## src/rtl/score_pkg.sv

```systemverilog
// Shared types and screen constants for the score text box path.
package score_pkg;

  typedef logic [10:0] coord_t;

  typedef enum logic {
    SHOW  = 1'b0,
    FLASH = 1'b1
  } flash_state_t;

  localparam int SCREEN_W = 640;
  localparam int SCREEN_H = 480;

endpackage

```

## src/rtl/score_rect_gen_flash_ctrl.sv

```systemverilog
// Blink controller: after each score event the box alternates visible/hidden
// every FLASH_TOGGLE frames for FLASH_FRAMES frames, then returns to steady show.
module flash_ctrl
  import score_pkg::*;
#(
  parameter int FLASH_FRAMES = 30,
  parameter int FLASH_TOGGLE = 5
) (
  input  logic clk,
  input  logic reset,
  input  logic startOfFrame,
  input  logic scoreEvent,
  output logic visible,
  output logic flashing
);

  localparam int FCW = (FLASH_FRAMES > 1) ? $clog2(FLASH_FRAMES) : 1;
  localparam int TCW = (FLASH_TOGGLE > 1) ? $clog2(FLASH_TOGGLE) : 1;
  localparam logic [FCW-1:0] FRAME_LAST = FCW'(FLASH_FRAMES - 1);
  localparam logic [TCW-1:0] TOG_LAST   = TCW'(FLASH_TOGGLE - 1);

  flash_state_t   r_state, w_state_nxt;
  logic [FCW-1:0] r_frameCnt, w_frameCnt_nxt;
  logic [TCW-1:0] r_togCnt, w_togCnt_nxt;
  logic           r_vis, w_vis_nxt;

  always_ff @(posedge clk or posedge reset) begin
    if (reset) begin
      r_state    <= SHOW;
      r_frameCnt <= '0;
      r_togCnt   <= '0;
      r_vis      <= 1'b1;
    end else begin
      r_state    <= w_state_nxt;
      r_frameCnt <= w_frameCnt_nxt;
      r_togCnt   <= w_togCnt_nxt;
      r_vis      <= w_vis_nxt;
    end
  end

  // A score event always (re)starts the flash and swallows a coincident frame pulse.
  always_comb begin
    w_state_nxt    = r_state;
    w_frameCnt_nxt = r_frameCnt;
    w_togCnt_nxt   = r_togCnt;
    w_vis_nxt      = r_vis;
    case (r_state)
      SHOW: begin
        if (scoreEvent) begin
          w_state_nxt    = FLASH;
          w_frameCnt_nxt = '0;
          w_togCnt_nxt   = '0;
          w_vis_nxt      = 1'b1;
        end
      end
      FLASH: begin
        if (scoreEvent) begin
          w_frameCnt_nxt = '0;
          w_togCnt_nxt   = '0;
          w_vis_nxt      = 1'b1;
        end else if (startOfFrame) begin
          if (r_frameCnt == FRAME_LAST) begin
            w_state_nxt    = SHOW;
            w_frameCnt_nxt = '0;
            w_togCnt_nxt   = '0;
            w_vis_nxt      = 1'b1;
          end else begin
            w_frameCnt_nxt = r_frameCnt + 1'b1;
            if (r_togCnt == TOG_LAST) begin
              w_togCnt_nxt = '0;
              w_vis_nxt    = ~r_vis;
            end else begin
              w_togCnt_nxt = r_togCnt + 1'b1;
            end
          end
        end
      end
      default: w_state_nxt = SHOW;
    endcase
  end

  assign visible  = (r_state == SHOW) || r_vis;
  assign flashing = (r_state == FLASH);

endmodule

```

## src/rtl/score_rect_gen.sv

```systemverilog
// Score box hit test: registered inside flag and ROM offsets, frame-latched position.
// Define SCORE_RECT_SCALE2X_EN to draw the box at double size with pixel doubling.
module score_rect_gen
  import score_pkg::*;
#(
  parameter int OBJECT_WIDTH_X  = 64,
  parameter int OBJECT_HEIGHT_Y = 32,
  parameter int FLASH_FRAMES    = 30,
  parameter int FLASH_TOGGLE    = 5
) (
  input  logic        clk,
  input  logic        reset,
  input  logic [10:0] pixelX,
  input  logic [10:0] pixelY,
  input  logic        startOfFrame,
  input  logic [10:0] topLeftX,
  input  logic [10:0] topLeftY,
  input  logic        scoreEvent,
  input  logic        enable,
  output logic        InsideRectangle,
  output logic [10:0] offsetX,
  output logic [10:0] offsetY,
  output logic        flashing
);

`ifdef SCORE_RECT_SCALE2X_EN
  localparam int SCALE_SH = 1;
`else
  localparam int SCALE_SH = 0;
`endif

  localparam logic [11:0] SPAN_X = 12'(OBJECT_WIDTH_X << SCALE_SH);
  localparam logic [11:0] SPAN_Y = 12'(OBJECT_HEIGHT_Y << SCALE_SH);

  coord_t      r_tlX, r_tlY;
  logic        r_inside;
  coord_t      r_offX, r_offY;
  logic        r_flashing;

  logic        w_visible, w_flashing;
  logic [11:0] w_px, w_py, w_left, w_top, w_right, w_bottom;
  logic        w_hit, w_inside;
  coord_t      w_diffX, w_diffY;

  flash_ctrl #(
    .FLASH_FRAMES(FLASH_FRAMES),
    .FLASH_TOGGLE(FLASH_TOGGLE)
  ) u_flash (
    .clk         (clk),
    .reset       (reset),
    .startOfFrame(startOfFrame),
    .scoreEvent  (scoreEvent),
    .visible     (w_visible),
    .flashing    (w_flashing)
  );

  // One extra bit keeps edge + span from wrapping, so boxes past 2047 clip.
  assign w_px     = {1'b0, pixelX};
  assign w_py     = {1'b0, pixelY};
  assign w_left   = {1'b0, r_tlX};
  assign w_top    = {1'b0, r_tlY};
  assign w_right  = w_left + SPAN_X;
  assign w_bottom = w_top + SPAN_Y;

  assign w_hit    = (w_px >= w_left) && (w_px < w_right) &&
                    (w_py >= w_top)  && (w_py < w_bottom);
  assign w_inside = w_hit && w_visible && enable;

  assign w_diffX  = pixelX - r_tlX;
  assign w_diffY  = pixelY - r_tlY;

  always_ff @(posedge clk or posedge reset) begin
    if (reset) begin
      r_tlX      <= '0;
      r_tlY      <= '0;
      r_inside   <= 1'b0;
      r_offX     <= '0;
      r_offY     <= '0;
      r_flashing <= 1'b0;
    end else begin
      if (startOfFrame) begin
        r_tlX <= topLeftX;
        r_tlY <= topLeftY;
      end
      r_inside   <= w_inside;
      r_offX     <= w_inside ? (w_diffX >> SCALE_SH) : '0;
      r_offY     <= w_inside ? (w_diffY >> SCALE_SH) : '0;
      r_flashing <= w_flashing;
    end
  end

  assign InsideRectangle = r_inside;
  assign offsetX         = r_offX;
  assign offsetY         = r_offY;
  assign flashing        = r_flashing;

endmodule

```

## config.mk

```make
export PLATFORM = sky130hd
export DESIGN_NAME = score_rect_gen
export DESIGN_NICKNAME = d
export VERILOG_FILES = /design/src/rtl/score_pkg.sv /design/src/rtl/score_rect_gen_flash_ctrl.sv /design/src/rtl/score_rect_gen.sv
export SDC_FILE = /design/constraint.sdc
export NUM_CORES = 1
export LEC_CHECK = 0
export BUFFER_PORTS_ARGS = -buffer_cell sky130_fd_sc_hd__buf_2
export CORE_ASPECT_RATIO = 0.5
export CORE_MARGIN = 1
export CORE_UTILIZATION = 30
export DETAILED_ROUTE_END_ITERATION = 8
export GPL_TIMING_DRIVEN = 0
export SYNTH_ARGS = -nofsm -noshare
export SYNTH_HDL_FRONTEND = slang
export SYNTH_SLANG_ARGS = --single-unit
```

## constraint.sdc

```tcl
create_clock -name clk -period 3 [get_ports clk]
set_input_delay 0.45 -clock clk [delete_from_list [all_inputs] [get_ports clk]]
set_output_delay 0.45 -clock clk [all_outputs]
set_load 0.05 [all_outputs]
```

# Word level (Yosys, flattened, before mapping)
# Index checks and enable logic that the tools add are counted.
[word_totals] ff_bits=56 output_inout_bits=24 input_bits=49
[op_classes] reduce_logical=8 bitwise_logic=2 n_eq_ne=5 n_lt_le_gt_ge=4 muxes=24 addsub=6
[ops] cell="$lt 11x12->1" n=2
[ops] cell="$ge 11x11->1" n=2
[ops] cell="$mux 11" n=2
[ops] cell="$sub 11x11->11" n=2
[ops] cell="$mux 5" n=4
[ops] cell="$mux 3" n=5
[ops] cell="$add 11x6->12 const B" n=1
[ops] cell="$add 11x7->12 const B" n=1
[ops] cell="$pmux 5 s2" n=1
[ops] cell="$mux 1" n=9
[ops] cell="$pmux 3 s2" n=1
[ops] cell="$add 5x1->5 const B" n=1
[ops] cell="$eq 5x5->1 const B" n=1
[ops] cell="$logic_and 1x1->1" n=5
[ops] cell="$ne 4x4->1 const B" n=1
[ops] cell="$pmux 1 s2" n=2
[ops] cell="$add 3x1->3 const B" n=1
[ops] cell="$eq 3x3->1 const B" n=1
[ops] cell="$ne 3x3->1 const B" n=1
[ops] cell="$reduce_and 3->1" n=1
[ops] cell="$ne 2x2->1 const B" n=1
[ops] cell="$not 1->1" n=2
[ops] cell="$reduce_and 2->1" n=1
[ops] cell="$logic_or 1x1->1" n=1

# Depth between registers and ports, before layout
[logic_depth] word_depth=8 mapped_depth=11

# Modules after synthesis
# From an unflattened synthesis, not the netlist that was laid out.
[unflattened] cells_unflattened=388 area_unflattened_um2=3587.2
[modules_own_cells] mod="score_rect_gen" cells_each=323 area_each_um2=2982.9 seq_area_each_um2=1151.1 n_inst=1
[modules_own_cells] mod="flash_ctrl" cells_each=65 area_each_um2=604.3 seq_area_each_um2=251.5 n_inst=1

# Worst setup path after synthesis
# Ideal clock, no wire load.
[synth_path] path_kind="input port to flip-flop" startpoint="input port pixelY[0]" endpoint="register r_offX[4] (netlist: offsetX[4])" t_arrival_ns=2.361 setup_ns=0.080 path_slack_ns=0.559 cell_stages=11 n_path_buf=1 t_required_ns=2.920 path_cell_list="inv_1 ha_1 inv_1 fa_1 a211oi_2 o21bai_1 a2111oi_2 or3_1 nand4_2 buf_6 nor3b_2"
[synth_between] elab_chain_cells=6
[synth_lines] element="start: declaration" line="score_rect_gen.sv:14" text="input logic [10:0] pixelY,"
[synth_lines] element="$ge 11x11->1" line="score_rect_gen.sv:66" text="(w_py >= w_top) && (w_py < w_bottom);"
[synth_lines] element="$logic_and 1x1->1" line="score_rect_gen.sv:65" text="assign w_hit = (w_px >= w_left) && (w_px < w_right) &&"
[synth_lines] element="$logic_and 1x1->1 (*)" line="score_rect_gen.sv:66"
[synth_lines] element="$logic_and 1x1->1 (*) (2 in a row)" line="score_rect_gen.sv:67" text="assign w_inside = w_hit && w_visible && enable;"
[synth_lines] element="$mux 11 (*)" line="score_rect_gen.sv:86" text="r_offX <= w_inside ? (w_diffX >> SCALE_SH) : '0;"
[synth_lines] element="end signal: assignment" line="score_rect_gen.sv:86"
[synth_lines] element="end: declaration" line="score_rect_gen.sv:37" text="coord_t r_offX, r_offY;"
# Every way passes the cells marked *; elsewhere a longest branch is shown, timed or not.
# A chain may end at the register's enable or synchronous reset.

# Final worst setup path
[layout_path] startpoint="register r_tlX[6]" endpoint="register r_offX[10] (netlist: offsetX[10])"
[layout_between] elab_chain_cells=8
[layout_lines] element="start: declaration" line="score_rect_gen.sv:35" text="coord_t r_tlX, r_tlY;"
[layout_lines] element="start signal: assignment" line="score_rect_gen.sv:82" text="r_tlX <= topLeftX;"
[layout_lines] element="$add 11x7->12" line="score_rect_gen.sv:62" text="assign w_right = w_left + SPAN_X;"
[layout_lines] element="$lt 11x12->1" line="score_rect_gen.sv:65"
[layout_lines] element="$logic_and 1x1->1 (2 in a row)" line="score_rect_gen.sv:65"
[layout_lines] element="$logic_and 1x1->1" line="score_rect_gen.sv:66"
[layout_lines] element="$logic_and 1x1->1 (2 in a row)" line="score_rect_gen.sv:67"
[layout_lines] element="$mux 11 (*)" line="score_rect_gen.sv:86"
# Marked as above.

==> results.yml <==
outcome:
  run_status: "finished, final reports clean"
yosys:
  async_flop_share: 1.00
  mappedNetlistArea_sq_um: 3550
  synth_nets: 481
  yosys.cell_types.count: 51
  yosys_most_used_dff: "sky130_fd_sc_hd__dfrtp_1"
  yosys_register_bits: 56
  synth.yosys.seq_area_share: 0.395
  ys.warnings.count: 0
  syn_area_per_cell_sq_um: 9.08
  synth_enable_flop_cells: 0
  synth_cells: 391
clock_tree:
  cts_sinks: 56
  root_buffer: "sky130_fd_sc_hd__clkbuf_16"
  number_of_buffers_inserted_during_clock_tree_synthesis: 5
  post_cts_resized: 0
  cts-root-to-sink-buffers: 2
  clk_latency_ns: 0.30
  cts.reportedPaths.clkPinSlew_ns: 0.07
  tritoncts: "built"
  postCtsSetupRepairBufs: 0
  cts_hold_buffers: 0
  cts_max_level: 2
pwr:
  power_density_nw_per_um2: 481
  report.power.total_mw: 2.07
  max-vdd-ir-drop_v: 0.000227
  leakage_nw: 2.12
timing:
  fin_tns_setup_ns: 0
  setup_viol: 0
  slew_worst_pin_ns: 0.577
  finalMaxSlewViolations: 0
  timing.final.crit_period_ns: 2.73
  timing_hold_violations_final: 0
  layout_worst_path_cycle_share: 0.909
  grt_setup_unrepaired: "false"
  max_freq_mhz: 367
  timing.slew.headroom: 0.615
  worst_clock_skew_ns: 0.00812
detailed_routing:
  drcViolationCount: 0
  routed_wl_mm: 8.23
  routed-via-count: 2924
  drt_first_pass_iters: 4
  drtIter0Drc: 110
  avgViaCountPerCell: 4.63
  routed_wire_length_per_instance_microns: 13.0
  final_antenna_net_count: 0
layout:
  area_added_between_synthesis_and_finish_pct: 21.1
  post_route_cells_drive_above_1_share: 0.202
  final_nets: 560
  fillers: 1145
  final_cells: 631
  post-route-cell-area_sq_um: 4300
global_route:
  antenna_found_initial: 1
  grt_start_max_net_pins: 41
  gr-usage-all-layers: 0.142
  overflow: 0
  first_global_vias: 2925
  grt_first_pass_wirelength_mm: 13.7
die:
  design.portCount: 73
  die_height_microns: 78.9
  fp.dieArea_sq_um: 12300
  placementRows: 27
  die-width_microns: 156
  design.core.area_sq_um: 11200
  initial_utilization: 0.316
setup_path:
  crit_arrival_ns: 2.94
  worst_setup_path_end_kind: "register"
  required_ns: 3.21
  rr_worst_depth: 11
  start_kind: "register"
  crit_fanout: 10
  critical_setup_path_class: "reg2reg"
placement:
  gpl.final_weighted_congestion: 0.837
  place_inst: 622
  placement.io_buffers: 71
  dp_hpwl_mm: 6.42
  detailed_place.area_sq_um: 4120
run:
  count_of_max_cap_constraint_violations: 0
min_path:
  min-delay-path-class: "in2async"
[registers in the layout (all words and copies together), names as in the netlist]
register	flops
r_tlX	11
offsetY	11
u_flash.flashing	1
u_flash.r_togCnt	3
offsetX	11
u_flash.r_vis	1
InsideRectangle	1
u_flash.r_frameCnt	5
r_tlY	11
flashing	1
[power breakdown]
part	total, mW	switching, mW	internal [mW]	leakage [nW]
sequential	0.818	0.0238	0.794	0.724
clock	0.685	0.286	0.399	0.0857
combinational	0.564	0.332	0.233	1.31
[synth_stat cells (all sizes together) (5+ instances only)]
cell type  instances  share of area
dfrtp             55           0.39
xnor2             14          0.035
nand2b             6          0.011
a21oi             20          0.028
ha                39           0.14
nand3              9          0.013
o21ai             45          0.063
clkbuf             5         0.0053
a21o               7          0.015
inv               39          0.041
nor3              11          0.018
a211oi             6          0.014
nand2             38          0.040
nor2              31          0.033
a31oi              8          0.014
[placed cells by master (no fill, tap or decap), types with 14 or more instances in the layout]
cell | Yosys | layout
sky130_fd_sc_hd__inv_1 | 39 | 38
sky130_fd_sc_hd__xnor2_1 | 14 | 14
sky130_fd_sc_hd__a21oi_1 | 20 | 20
sky130_fd_sc_hd__nor2_1 | 31 | 31
sky130_fd_sc_hd__o21ai_0 | 44 | 44
sky130_fd_sc_hd__buf_2 | 1 | 72
sky130_fd_sc_hd__ha_1 | 39 | 39
sky130_fd_sc_hd__dfrtp_1 | 55 | 55
sky130_fd_sc_hd__nand2_1 | 38 | 38
[critical path: stages, from the launching register on]
cell,delay [ns]
sky130_fd_sc_hd__dfrtp_1,0.40
sky130_fd_sc_hd__ha_1,0.23
sky130_fd_sc_hd__nand3_1,0.13
sky130_fd_sc_hd__xnor2_1,0.13
sky130_fd_sc_hd__ha_1,0.28
sky130_fd_sc_hd__a41o_1,0.24
sky130_fd_sc_hd__a21oi_1,0.14
sky130_fd_sc_hd__a31oi_1,0.07
sky130_fd_sc_hd__nor4_1,0.37
sky130_fd_sc_hd__nand4_2,0.26
sky130_fd_sc_hd__buf_6,0.22
sky130_fd_sc_hd__a31oi_1,0.16
[cell families (layout without fill, tap and decap cells)]
family | Yosys count | count (layout) | synth area share
AO/OA/AOI/OAI | 102 | 102 | 0.174
XOR/XNOR | 17 | 17 | 0.0419
AND/OR/NAND/NOR | 121 | 121 | 0.168
flip-flops | 56 | 56 | 0.395
multiplexers | 6 | 6 | 0.0180
adder cells (fa/ha/maj) | 41 | 41 | 0.149
buffers and inverters | 48 | 128 | 0.0532
other | 0 | 1 | 0
[area by class of cell]
cell class                 count  area [sq um]  share of cell area
tap                          159           199              0.0463
clock inverter                 3          46.3              0.0108
multi-input combinational    287          1960               0.456
inverter                      39           146              0.0341
timing repair buffer          72           375              0.0873
sequential                    56          1400               0.326
buffer                         9          42.5             0.00990
antenna                        1          2.50            0.000582
clock buffer                   5           125              0.0291
[per-stage QoR]
step	util	hold slack [ns]	worst slack, ns
global route	0.382	0.157	0.112
floorplan	-	0.414	0.559
CTS	0.382	0.138	0.241
finish	0.382	0.127	0.272
detailed placement	0.367	0.458	0.0879
global placement	0.365	0.449	0.112
[layer usage]
metal	share of wire	track usage
met1	0.49	0.178
met2	0.46	0.244
met3	0.051	0.0398
met4	0.0071	0.0275
met5	0	0
[worst paths after layout]
check / startpoint / slack, ns / to
min in group clk: topLeftY[6] / 0.35 / r_tlY[6]
worst max-delay path: r_tlX[6] / 0.27 / offsetX[10]
max in group asynchronous: reset / 2.33 / r_tlY[4]
worst min-delay path: reset / 0.13 / r_tlX[0]
worst max register to register: r_tlX[6] / 0.27 / offsetX[10]
worst min register to register: u_flash.flashing / 0.48 / flashing
(Power assumes the default switching activity.)
